### config.mk
export PLATFORM = sky130hd
export DESIGN_NAME = operand_select
export DESIGN_NICKNAME = d
export VERILOG_FILES = /design/src/rtl/operand_select.sv
export SDC_FILE = /design/constraint.sdc
export NUM_CORES = 1
export LEC_CHECK = 0
export ABC_CLOCK_PERIOD_IN_PS = 1700
export BUFFER_PORTS_ARGS = -buffer_cell sky130_fd_sc_hd__buf_2
export CORE_ASPECT_RATIO = 1.4
export CORE_MARGIN = 4
export CORE_UTILIZATION = 48
export CTS_BUF_LIST = sky130_fd_sc_hd__clkbuf_8
export CTS_CLUSTER_DIAMETER = 40
export DETAILED_ROUTE_END_ITERATION = 6
export PLACE_DENSITY = 0.81
export SETUP_SLACK_MARGIN = 0.4
export SLEW_MARGIN = 25
export SYNTH_ARGS = -nofsm -noshare
export SYNTH_HDL_FRONTEND = slang
export SYNTH_SLANG_ARGS = --single-unit
### constraint.sdc
create_clock -name clk -period 1.7 [get_ports clk]
set_input_delay 0.34 -clock clk [delete_from_list [all_inputs] [get_ports clk]]
set_output_delay 0.34 -clock clk [all_outputs]
set_load 0.1 [all_outputs]
### src/rtl/operand_select.sv
// operand_select
//   Picks one operand per accepted transfer, either a register channel
//   (in_data[sel]) or the immediate field zero/sign-extended to WIDTH. The
//   chosen value goes into a 2-entry skid buffer, which has an output
//   register and a skid register. in_ready is registered, so it never
//   depends combinationally on out_ready.
//
// Ports
//   clk        sole clock, rising edge
//   reset_n    asynchronous active-low reset
//   in_data    NUM_IN packed channels, channel k at [k*WIDTH +: WIDTH]
//   immediate  immediate operand field
//   sel        register channel index
//   imm_en     1 = extended immediate, 0 = channel sel
//   sext       1 = sign-extend immediate, 0 = zero-extend
//   in_valid   upstream offers an operand
//   in_ready   block accepts an operand this cycle
//   out_data   selected operand (registered)
//   out_valid  out_data holds a valid operand
//   out_ready  downstream consumes out_data
//   sel_err    sticky flag: an out-of-range select was accepted
module operand_select #(
  parameter int WIDTH     = 16,
  parameter int NUM_IN    = 4,
  parameter int IMM_WIDTH = 8,
  parameter int SEL_W     = 4
) (
  input  logic                    clk,
  input  logic                    reset_n,
  input  logic [NUM_IN*WIDTH-1:0] in_data,
  input  logic [IMM_WIDTH-1:0]    immediate,
  input  logic [SEL_W-1:0]        sel,
  input  logic                    imm_en,
  input  logic                    sext,
  input  logic                    in_valid,
  output logic                    in_ready,
  output logic [WIDTH-1:0]        out_data,
  output logic                    out_valid,
  input  logic                    out_ready,
  output logic                    sel_err
);

  typedef enum logic [1:0] {EMPTY, ONE, FULL} state_t;

  state_t           state, state_nx;
  logic [WIDTH-1:0] out_q, skid_q, out_nx, skid_nx;
  logic [WIDTH-1:0] imm_ext, chan_val, sel_val;
  logic             out_v, skid_v, rdy_q, err_q;
  logic             in_fire, out_fire, sel_oob;

  // Operand selection
  if (IMM_WIDTH == WIDTH) begin : g_imm_full
    assign imm_ext = immediate;
  end else begin : g_imm_ext
    assign imm_ext = {{(WIDTH-IMM_WIDTH){sext & immediate[IMM_WIDTH-1]}}, immediate};
  end

  always_comb begin
    chan_val = '0;
    for (int unsigned k = 0; k < NUM_IN; k++) begin
      if (32'(sel) == k) chan_val = in_data[k*WIDTH +: WIDTH];
    end
  end

  assign sel_oob = (32'(sel) >= 32'(NUM_IN));
  assign sel_val = imm_en ? imm_ext : (sel_oob ? '0 : chan_val);

  // Handshakes
  assign in_fire  = in_valid & rdy_q;
  assign out_fire = out_v & out_ready;

  // Skid buffer next state
  always_comb begin
    state_nx = state;
    out_nx   = out_q;
    skid_nx  = skid_q;
    unique case (state)
      EMPTY: begin
        if (in_fire) begin
          state_nx = ONE;
          out_nx   = sel_val;
        end
      end
      ONE: begin
        if (in_fire && out_fire) begin
          out_nx = sel_val;
        end else if (in_fire) begin
          state_nx = FULL;
          skid_nx  = sel_val;
        end else if (out_fire) begin
          state_nx = EMPTY;
        end
      end
      FULL: begin
        if (out_fire) begin
          state_nx = ONE;
          out_nx   = skid_q;
        end
      end
      default: state_nx = EMPTY;
    endcase
  end

  // Valid bits and in_ready are registered from next state. Because rdy_q
  // resets to 0, the first edge after reset only raises in_ready and no
  // transfer can happen on it.
  always_ff @(posedge clk or negedge reset_n) begin
    if (!reset_n) begin
      state  <= EMPTY;
      out_q  <= '0;
      skid_q <= '0;
      out_v  <= 1'b0;
      skid_v <= 1'b0;
      rdy_q  <= 1'b0;
      err_q  <= 1'b0;
    end else begin
      state  <= state_nx;
      out_q  <= out_nx;
      skid_q <= skid_nx;
      out_v  <= (state_nx != EMPTY);
      skid_v <= (state_nx == FULL);
      rdy_q  <= (state_nx != FULL);
      err_q  <= err_q | (in_fire & ~imm_en & sel_oob);
    end
  end

  assign in_ready  = rdy_q;
  assign out_data  = out_q;
  assign out_valid = out_v;
  assign sel_err   = err_q;

  // skid_v mirrors FULL; it is kept as the skid register's own valid bit
  logic unused_skid_v;
  assign unused_skid_v = skid_v;

endmodule

==> flow_metrics.tcl <==
set metrics [dict create \
    initialDrtViolationCount 112 \
    design.final.nets 427 \
    path_max_fanout 31 \
    post-synth-top-area-cell "sky130_fd_sc_hd__dfrtp_1" \
    drt_drc_violations_left 0 \
    critPathSlowestCell "sky130_fd_sc_hd__dfrtp_4" \
    cp_num_buf_inv 2 \
    std_cell_rows 28 \
    r2r-start "out_valid$_DFF_PN0_" \
    peakVddDrop_mv 1.13 \
    clock_skew_ns 0.00802 \
    max_slew_margin 0.666 \
    post_synth_most_frequent_cells "sky130_fd_sc_hd__dfrtp_1 (37), sky130_fd_sc_hd__nand2_1 (32), sky130_fd_sc_hd__nor2_1 (18), sky130_fd_sc_hd__a211oi_1 (15), sky130_fd_sc_hd__mux2_2 (15)" \
    p_total_mw 6.05 \
    power_per_cell_area_nw_per_um2 1760 \
    synth_sequential_area_ratio 0.427 \
    synth.lib_cells_used.distinct 36 \
    status "completed" \
    dieWidth_um 64.8 \
    htreeDepth 2 \
    first_pass_drt_iterations 4 \
    grt_antenna_before_repair 0 \
    detailedPlacementHpwl_um 4890 \
    grt_overflow 0 \
    ys_ff_latch 37 \
    number_of_diodes 0 \
    required_ns 1.86 \
    clock_sinks 37 \
    yosysTopAreaCellShare 0.427 \
    end_kind "flip-flop" \
    die_y_um 87.6 \
    r2r-end "out_data[10]$_DFFE_PN0P_" \
    clock_latency_ns 0.28 \
    via_count 2301 \
    max_cap_violations 0 \
    grt_setup_unrepaired "true" \
    synthMostInstantiatedCell "sky130_fd_sc_hd__dfrtp_1" \
    worst_setup_path_start_kind "flip-flop" \
    drt_wl_total_um 6730 \
    global_routing_usage_summed_across_all_routing_layers 0.242 \
    netlist_instances 223 \
    synth_warnings 0 \
    layout-drive-gt1-share 0.551 \
    max_slew.worst_pin.slew_ns 0.500 \
    wl_per_cell_um 16.6 \
    synthToLayoutAreaGrowth_pct 58.0 \
    clk_path_buf_depth 2 \
    setup_total_negative_slack_ns 0 \
    final.period_utilization 0.877 \
    die_area_um2 5680 \
    io_pins 101 \
    core_area_um2 4310 \
    synth_async_sr_flop_share 1.00 \
    wire_length_of_the_first_global_routing_pass_um 10800 \
    report.final.slew_viol_count 0 \
    max_freq_ghz 0.671 \
    postSynthAreaPerCell_um2 9.73 \
    port-buffer-count 100 \
    postCtsHoldBufs 0 \
    worst_path_dominant_cell_family "compound AO/OA/AOI/OAI gates" \
    worst_path_largest_cell_delay_ns 0.52 \
    vias_per_cell 5.68 \
    initial_core_utilization 0.504 \
    gp_routability_congestion 0.825 \
    root_buffer "sky130_fd_sc_hd__clkbuf_8" \
    crit_chain "a21boi_4, buf_6, o31ai_4, buf_12, o221a_2" \
    layout_min_cycle_time_ns 1.49 \
    report.final.hold_viol_count 0 \
    cts-buffers-inserted 5 \
    worstSetupPathType "reg2reg" \
    syn-cell-area_um2 2170 \
    first_global_vias 2391 \
    maximum_number_of_pins_on_one_net_before_global_route_repair 38 \
    cellLeakagePower_nw 1.59 \
    final-setup-viol-count 0 \
    timing.reg2reg.worst_path_depth 5 \
    synth.net_count 305 \
    cp.arrival_ns 1.65 \
    worst-r2r-setup-slack_ns 0.21 \
    route.antenna.remaining_nets 0 \
    yosys-top-cells-area "sky130_fd_sc_hd__dfrtp_1 (43%), sky130_fd_sc_hd__mux2_2 (7.8%), sky130_fd_sc_hd__o221ai_1 (5.6%), sky130_fd_sc_hd__nand2_1 (5.5%), sky130_fd_sc_hd__a211oi_1 (5.2%)" \
    synth_ff_type "sky130_fd_sc_hd__dfrtp_1" \
    hold_path_class "in2async" \
    worst_setup_hold_path_clk_slew_ns 0.07 \
    synth-edff-count 0 \
    cts_tree "built" \
]
==> power breakdown <==
part           internal (mW)  leakage (nW)  switching, mW
combinational           1.43          1.10           2.44
sequential              1.30         0.449          0.320
clock                  0.272        0.0452          0.283
==> layout make-up <==
cell class	count	area [um2]
Timing Repair Buffer	132	973
Sequential cell	37	933
Inverter	1	3.75
Clock buffer	5	68.8
Multi-Input combinational cell	168	1370
Fill cell	293	880
Clock inverter	2	8.76
Tap cell	60	75.1
==> registers in the layout, indices dropped and copies added, names as in the netlist <==
register / cells
out_data: 16
skid_q: 16
state: 2
in_ready: 1
out_valid: 1
sel_err: 1
==> worst max-delay path by stage <==
stage | from | endpoint | slack [ns] | cells after the start
2_1_floorplan | sel[0] | skid_q[10]$_DFFE_PN0P_ | 0.03 | 6
5_1_grt | state[0]$_DFF_PN0_ | out_data[3]$_DFFE_PN0P_ | 0.16 | 5
3_5_place_dp | sel[3] | skid_q[10]$_DFFE_PN0P_ | -0.06 | 5
4_1_cts | out_valid$_DFF_PN0_ | out_data[10]$_DFFE_PN0P_ | 0.23 | 5
3_3_place_gp | sel[3] | skid_q[10]$_DFFE_PN0P_ | -0.04 | 5
6_report | out_valid$_DFF_PN0_ | out_data[10]$_DFFE_PN0P_ | 0.21 | 5
==> cells by family after synthesis <==
logic type             after synthesis  synth area share
buffers and inverters               20            0.0455
and+or+nand+nor                     78             0.177
muxes                               16            0.0882
AOI/OAI and AO/OA                   72             0.263
DFF                                 37             0.427
==> metrics by stage <==
stage	cell area [um2]	utilization	setup slack, ns	hold slack (ns)	instances
global placement	2940	0.683	-0.0357	0.314	386
finish	3430	0.796	0.209	0.0184	405
floorplan	2290	-	0.0341	0.0444	223
CTS	3240	0.751	0.230	0.0220	400
global route	3430	0.796	0.155	0.0253	405
detailed placement	2940	0.683	-0.0617	0.328	386
==> what timing repair did <==
| item | in CTS | in global routing |
|---|---|---|
| setup buffers | 5 | 5 |
| pin swaps | 4 | 12 |
| gates cloned | 2 | 0 |
| resized for setup | 50 | 31 |
| setup endpoints to repair | 51 | 46 |
==> worst register-to-register path, stage by stage, from the launching register on <==
cell and delay, ns:
sky130_fd_sc_hd__dfrtp_4 0.52, sky130_fd_sc_hd__a21boi_4 0.19, sky130_fd_sc_hd__buf_6 0.15, sky130_fd_sc_hd__o31ai_4 0.06, sky130_fd_sc_hd__buf_12 0.18, sky130_fd_sc_hd__o221a_2 0.28
==> placed cells by master, fill, tap and decap left out, drive strengths merged, types with 3 or more instances in the layout <==
master    n
buf     132
clkbuf    5
o221ai   15
dfrtp    37
mux2     15
a211oi   15
nor2     18
nand2    34
a21oi     4
o21ai    16
nand2b    3
o221a    15
nor2b    14
==> per-layer routing <==
layer,wire length [um],global-route usage
met2,3630,0.440
met1,2580,0.280
met5,0,0
met3,419,0.0526
met4,95,0.0827
Power figures use the tool's default switching activity.
